`config.mk`:
```
export PLATFORM = sky130hd
export DESIGN_NAME = fifo_wr_arbiter_flat
export DESIGN_NICKNAME = d
export VERILOG_FILES = /design/src/rtl/fifo_wr_arbiter_if.sv /design/src/rtl/fifo_wr_arbiter.sv /design/src/flat_wrapper.sv
export SDC_FILE = /design/constraint.sdc
export NUM_CORES = 1
export LEC_CHECK = 0
export CORE_MARGIN = 2
export CORE_UTILIZATION = 30
export CTS_BUF_LIST = sky130_fd_sc_hd__clkbuf_4 sky130_fd_sc_hd__clkbuf_8
export DETAILED_ROUTE_END_ITERATION = 8
export PLACE_DENSITY = 0.73
export SETUP_SLACK_MARGIN = 0.05
export SLEW_MARGIN = 20
export SYNTH_ARGS = -nofsm -noshare
export SYNTH_HDL_FRONTEND = slang
export SYNTH_SLANG_ARGS = --single-unit
```
`constraint.sdc`:
```
create_clock -name clk -period 1.8 [get_ports clk]
set_input_delay 0.27 -clock clk [delete_from_list [all_inputs] [get_ports clk]]
set_output_delay 0.27 -clock clk [all_outputs]
set_load 0.01 [all_outputs]
```
`src/rtl/fifo_wr_arbiter_if.sv`:
```
// fifo_wr_arbiter_if
// Bundles the producer handshake, the shared FIFO write port and the
// arbiter status outputs. The arbiter connects through the slave modport,
// while the producer/FIFO side (or a testbench) uses the master modport.
interface fifo_wr_arbiter_if #(
  parameter int N_REQ  = 4,
  parameter int DATA_W = 8,
  parameter int CNT_W  = 16,
  parameter int GNT_W  = $clog2(N_REQ)
);

  logic [N_REQ-1:0]        req_vld;
  logic [N_REQ*DATA_W-1:0] req_data;
  logic [N_REQ-1:0]        req_rdy;
  logic                    fifo_wr_en;
  logic [DATA_W-1:0]       fifo_din;
  logic                    fifo_full;
  logic [GNT_W-1:0]        gnt_id;
  logic [CNT_W-1:0]        wr_count;

  modport master (
    output req_vld,
    output req_data,
    output fifo_full,
    input  req_rdy,
    input  fifo_wr_en,
    input  fifo_din,
    input  gnt_id,
    input  wr_count
  );

  modport slave (
    input  req_vld,
    input  req_data,
    input  fifo_full,
    output req_rdy,
    output fifo_wr_en,
    output fifo_din,
    output gnt_id,
    output wr_count
  );

endinterface

```
`src/rtl/fifo_wr_arbiter.sv`:
```
// fifo_wr_arbiter
// Round-robin arbiter sharing one synchronous FIFO write port among N_REQ
// valid/ready producers. At most one beat is accepted per cycle, and the FIFO
// write is issued combinationally in the same cycle as the handshake. A
// running count of accepted beats is kept in wr_count.
//
// Optional feature macro: FIFO_ARB_BURST_EN
//   When defined, the current owner may keep the port for up to MAX_BURST
//   consecutive beats before round robin resumes. When undefined, every beat
//   is arbitrated round robin, and MAX_BURST does not exist.
module fifo_wr_arbiter #(
  parameter int N_REQ     = 4,
  parameter int DATA_W    = 8,
`ifdef FIFO_ARB_BURST_EN
  parameter int MAX_BURST = 4,
`endif
  parameter int CNT_W     = 16
) (
  input logic              clk,
  input logic              rst,
  fifo_wr_arbiter_if.slave bus
);

  localparam int GNT_W = $clog2(N_REQ);

  logic [GNT_W-1:0] rr_ptr;
  logic [GNT_W-1:0] rr_winner;
  logic             rr_found;
  logic [GNT_W-1:0] winner;
  logic             grant;
  logic [CNT_W-1:0] wr_count_q;

  // Returns (base + off) mod N_REQ. This also covers N_REQ values that are
  // not powers of two.
  function automatic logic [GNT_W-1:0] wrap_idx(input logic [GNT_W-1:0] base,
                                                input int off);
    int sum;
    sum = int'(base) + off;
    if (sum >= N_REQ) sum = sum - N_REQ;
    return GNT_W'(sum);
  endfunction

  // Circular scan for the first valid requester starting at rr_ptr. The loop
  // walks from the farthest offset to the nearest offset, so the closest
  // valid requester is the last one written and therefore wins.
  always_comb begin
    rr_found  = 1'b0;
    rr_winner = '0;
    for (int k = N_REQ - 1; k >= 0; k--) begin
      if (bus.req_vld[wrap_idx(rr_ptr, k)]) begin
        rr_found  = 1'b1;
        rr_winner = wrap_idx(rr_ptr, k);
      end
    end
  end

`ifdef FIFO_ARB_BURST_EN
  localparam int BC_W = $clog2(MAX_BURST + 1);

  logic [GNT_W-1:0] burst_own;
  logic [BC_W-1:0]  burst_cnt;
  logic             burst_hold;

  // The owner keeps the port only while it is still requesting and has
  // beats left in its allowance. A zero count means no burst is in progress.
  assign burst_hold = (burst_cnt != '0) && bus.req_vld[burst_own] &&
                      (burst_cnt < BC_W'(MAX_BURST));

  // Pick the winner. An active burst overrides the round-robin pointer.
  always_comb begin
    winner = burst_hold ? burst_own : rr_winner;
    grant  = !rst && !bus.fifo_full && rr_found;
  end

  // Track the burst owner and its beat count. A full FIFO freezes the burst,
  // and a burst that can no longer continue releases the port immediately.
  always_ff @(posedge clk) begin
    if (rst) begin
      burst_own <= '0;
      burst_cnt <= '0;
    end else if (!bus.fifo_full) begin
      if (burst_hold) begin
        burst_cnt <= burst_cnt + 1'b1;
      end else if (rr_found) begin
        burst_own <= rr_winner;
        burst_cnt <= BC_W'(1);
      end else begin
        burst_cnt <= '0;
      end
    end
  end
`else
  // Pure per-beat round robin. The first valid requester from rr_ptr wins.
  always_comb begin
    winner = rr_winner;
    grant  = !rst && !bus.fifo_full && rr_found;
  end
`endif

  // Advance priority past the winner and count accepted beats. Nothing moves
  // on idle cycles or stalled cycles.
  always_ff @(posedge clk) begin
    if (rst) begin
      rr_ptr     <= '0;
      wr_count_q <= '0;
    end else if (grant) begin
      rr_ptr     <= wrap_idx(winner, 1);
      wr_count_q <= wr_count_q + 1'b1;
    end
  end

  // Drive the handshake and the FIFO write port for the winning requester.
  // Every output stays at zero when there is no grant, including during reset.
  always_comb begin
    bus.req_rdy    = '0;
    bus.fifo_wr_en = 1'b0;
    bus.fifo_din   = '0;
    bus.gnt_id     = '0;
    if (grant) begin
      bus.req_rdy[winner] = 1'b1;
      bus.fifo_wr_en      = 1'b1;
      bus.fifo_din        = bus.req_data[int'(winner) * DATA_W +: DATA_W];
      bus.gnt_id          = winner;
    end
  end

  assign bus.wr_count = wr_count_q;

endmodule
```
`src/flat_wrapper.sv`:
```
// flat-port wrapper written by rule: the top's interface ports become plain ports
module fifo_wr_arbiter_flat 
#(
  parameter int N_REQ     = 4,
  parameter int DATA_W    = 8,

  parameter int CNT_W     = 16
)
  (clk, rst, bus_req_vld, bus_req_data, bus_fifo_full, bus_req_rdy, bus_fifo_wr_en, bus_fifo_din, bus_gnt_id, bus_wr_count);
  fifo_wr_arbiter_if #(.N_REQ(N_REQ), .DATA_W(DATA_W), .CNT_W(CNT_W)) bus_i ();
  input logic clk;
  input logic rst;
  input wire logic [$bits(bus_i.req_vld)-1:0] bus_req_vld;
  input wire logic [$bits(bus_i.req_data)-1:0] bus_req_data;
  input wire logic [$bits(bus_i.fifo_full)-1:0] bus_fifo_full;
  output wire logic [$bits(bus_i.req_rdy)-1:0] bus_req_rdy;
  output wire logic [$bits(bus_i.fifo_wr_en)-1:0] bus_fifo_wr_en;
  output wire logic [$bits(bus_i.fifo_din)-1:0] bus_fifo_din;
  output wire logic [$bits(bus_i.gnt_id)-1:0] bus_gnt_id;
  output wire logic [$bits(bus_i.wr_count)-1:0] bus_wr_count;
  assign bus_i.req_vld = bus_req_vld;
  assign bus_i.req_data = bus_req_data;
  assign bus_i.fifo_full = bus_fifo_full;
  assign bus_req_rdy = bus_i.req_rdy;
  assign bus_fifo_wr_en = bus_i.fifo_wr_en;
  assign bus_fifo_din = bus_i.fifo_din;
  assign bus_gnt_id = bus_i.gnt_id;
  assign bus_wr_count = bus_i.wr_count;
  fifo_wr_arbiter #(.N_REQ(N_REQ), .DATA_W(DATA_W), .CNT_W(CNT_W)) u_core (.clk(clk), .rst(rst), .bus(bus_i));
endmodule
```
==> results.json, run 1 <==
{
  "rsz0062_at_grt": "yes",
  "cp.arrival_ns": 1.82,
  "syn-cell-area_um2": 1230,
  "worstHoldStart": "u_core.bus.wr_count[15]$_SDFFE_PP0P_",
  "setup_tns_ns": -3.32,
  "relSlewSlack_pct": 72.2,
  "power_density_nw_per_um2": 555,
  "fin_area_um2": 2480,
  "vias": 1446,
  "yosys.area.top_type": "dfxtp_1",
  "critPathMostFrequentCell": "buf_12",
  "num-nets-final": 291,
  "whs_path_depth": 1,
  "wl_per_cell_um": 13.4,
  "mostFrequentLayoutCell": "clkdlybuf4s50_1",
  "dieArea_um2": 4650,
  "synth_top_flop_cell": "dfxtp_1",
  "path_cells": "a21o_1 -> a21oi_2 -> o22a_1 -> buf_12 -> buf_12 -> mux2i_4 -> o22ai_2 -> buf_2",
  "reg2reg_to": "u_core.bus.wr_count[14]$_SDFFE_PP0P_",
  "htree_levels": 1,
  "slew_viol_final": 0,
  "cp_max_fo": 8,
  "outcome": "finished with violations",
  "cts_tree": "built",
  "die_w_um": 68.2,
  "power.switching_uw": 405,
  "ff2ff_path_depth": 5,
  "ys.warnings.count": 0,
  "worstPathRequired_ns": 1.53,
  "diodes": 0,
  "path_buf_inv": 3,
  "hp-class": "reg2reg",
  "fin_crit_sh_pct": 116,
  "post-dp-hpwl_um": 2680,
  "drt-pass1-iter-count": 4,
  "drc": 0,
  "cts_made_buffers": 3,
  "clockBufferDepth": 2,
  "start_util_pct": 31.1,
  "crit_path_max_incr_delay_ns": 0.34,
  "seq_area_um2": 365,
  "clk_latency_ns": 0.25,
  "fillCellCount": 330,
  "final_cell_mix": "clkdlybuf4s50_1, buf_4, dfxtp_1",
  "seqPwrFrac_pct": 30.5,
  "die_y_um": 68.2,
  "viasPerCell": 4.89,
  "rows": 23,
  "worstSetupEndpointType": "output port",
  "yosysTopAreaCellShare_pct": 29.2,
  "synth_cell_types": 33,
  "drtIter0Drc": 54,
  "setup_viol": 14,
  "cts_root_buf": "clkbuf_8",
  "area_delta_synth_final_pct": 101,
  "placed_area_um2": 2100,
  "antenna_found_initial": 0,
  "fin_hold_ws_ns": 0.470,
  "synth_nets": 186,
  "io_pins": 70,
  "grt_pass1_wl_um": 6050,
  "core-area_um2": 3970,
  "avgSynthCellArea_um2": 8.70,
  "ys_async_sr_fraction_pct": 0,
  "layout_setup_ws_ns": -0.292,
  "globalplace.congestion": 0.824,
  "clk_pin_slew_ns": 0.07,
  "clockPowerShare_pct": 24.2,
  "peakVddDrop_v": 0.000298,
  "syn_inst": 142,
  "multiInputGateArea_um2": 972,
  "synth_enable_flop_cells": 0,
  "grt_usage_pct": 17.2,
  "synth-seq-area-share_pct": 29.2,
  "grt-ovfl-total": 0,
  "antenna_left": 0,
  "finalCriticalPeriod_ns": 2.09,
  "p_comb_share_pct": 45.4,
  "cts.sinks": 18,
  "hold_end": "u_core.bus.wr_count[15]$_SDFFE_PP0P_",
  "cap_violations": 0,
  "r2r_slack_ns": 0.23,
  "cp_top_family": "compound AO/OA/AOI/OAI gates",
  "cp_slowest_cell": "dfxtp_2",
  "p_leak_uw": 0.00104,
  "clock_skew_ns": 0.00109,
  "critPathLaunchType": "register",
  "fmax_ghz": 0.478,
  "grt_pass1_vias": 1331,
  "violations": "negative setup slack",
  "p_int_uw": 972,
  "hold_viol_final": 0,
  "drive_above_1_share_pct": 38.2,
  "routed_wirelength_um": 3950,
  "critPathKind": "reg2out",
  "finalPower_uw": 1380,
  "regToRegStartpoint": "u_core.bus.wr_count[0]$_SDFFE_PP0P_",
  "p_sw_share_pct": 29.4,
  "grt_start_max_net_pins": 20,
  "ys_seq_elements": 18,
  "port_buffers": 69,
  "netlist_top_cells_area": "dfxtp_1, mux2i_1, xnor2_1",
  "tightestPinTransition_ns": 0.417
}
-- worst max path at each step --
stage / from / endpoint / slack [ns] / depth (start not counted)
2_1_floorplan: u_core.rr_ptr[1]$_SDFFE_PP0P_ / bus_req_rdy[0] / 0.07 / 8
3_3_place_gp: bus_req_vld[0] / bus_fifo_din[1] / -0.89 / 9
3_5_place_dp: bus_req_vld[0] / bus_fifo_din[1] / -0.97 / 9
4_1_cts: u_core.rr_ptr[1]$_SDFFE_PP0P_ / bus_fifo_din[1] / -0.27 / 8
5_1_grt: bus_req_vld[1] / bus_req_rdy[0] / -0.37 / 9
6_report: u_core.rr_ptr[1]$_SDFFE_PP0P_ / bus_fifo_din[1] / -0.29 / 8
-- power groups by stage --
| stage | Combinational, uW | Clock (uW) | Sequential, uW |
|---|---|---|---|
| 6_report | 625 | 333 | 420 |
| 5_1_grt | 668 | 369 | 422 |
| 4_1_cts | 548 | 343 | 418 |
| 3_5_place_dp | 411 | 0 | 428 |
| 3_3_place_gp | 411 | 0 | 428 |
| 2_1_floorplan | 187 | 0 | 431 |
-- through the flow --
stage | cells | setup WS, ns | util, %
after floorplan | 142 | 0.0652 | -
after global placement | 273 | -0.893 | 52.8
after detailed placement | 273 | -0.966 | 52.8
after CTS | 289 | -0.272 | 58.9
after global routing | 296 | -0.369 | 62.5
final | 296 | -0.292 | 62.5
-- cell usage after synthesis (3+ instances only) --
library cell  count
mux2i_1          19
dfxtp_1          18
nor2_1           14
nand2_1          10
o22ai_1           9
xnor2_1           8
inv_1             7
nand2b_1          6
ha_1              5
and2_1            4
nand4_1           4
nor3_2            4
xor2_1            4
a21oi_1           3
buf_2             3
nand3_1           3
-- cell families after synthesis --
| kind of cell | synth area share (%) |
|---|---|
| AOI/OAI and AO/OA | 9.12 |
| adders and majority gates | 5.07 |
| xor gates and xnor gates | 8.51 |
| muxes | 15.4 |
| buffers and inverters | 6.08 |
| DFF | 29.2 |
| and+or+nand+nor | 26.6 |
-- flip-flops by register name, indices dropped and copies added, names as in the netlist --
signal               flops
u_core.bus.wr_count     16
u_core.rr_ptr            2
-- timing repair --
item / CTS / global route
pin swaps: 13 / 10
buffers inserted: 12 / 8
resized for setup: 97 / 27
setup endpoints to repair: 27 / 18
hold buffers: 0 / 0
cloned: 0 / 1
-- cell type report --
type | count | area share (%)
flip-flops and latches | 18 | 14.7
inverters | 8 | 1.61
repair buffers | 106 | 39.7
multi-input cells | 110 | 39.2
well taps | 50 | 2.52
clock buffers | 4 | 2.22
-- per-layer routing --
layer / vias to the layer above / wire, um / track usage [%]
met5: - / 0 / 0
met4: 0 / 57 / 4.75
met3: 5 / 317 / 6.74
met2: 65 / 2020 / 29.2
met1: 664 / 1560 / 20.1
li1: 712 / - / -
No activity file was read; power rests on OpenSTA's default activity.
==> run 2: changes to the inputs <==
--- a/config.mk
+++ b/config.mk
@@ -5,6 +5,7 @@
 export SDC_FILE = /design/constraint.sdc
 export NUM_CORES = 1
 export LEC_CHECK = 0
+export CAP_MARGIN = 20
 export CORE_MARGIN = 2
 export CORE_UTILIZATION = 30
 export CTS_BUF_LIST = sky130_fd_sc_hd__clkbuf_4 sky130_fd_sc_hd__clkbuf_8
==> results of run 2 <==
No change in the layout: final DEF, timing and power equal those of run 1.
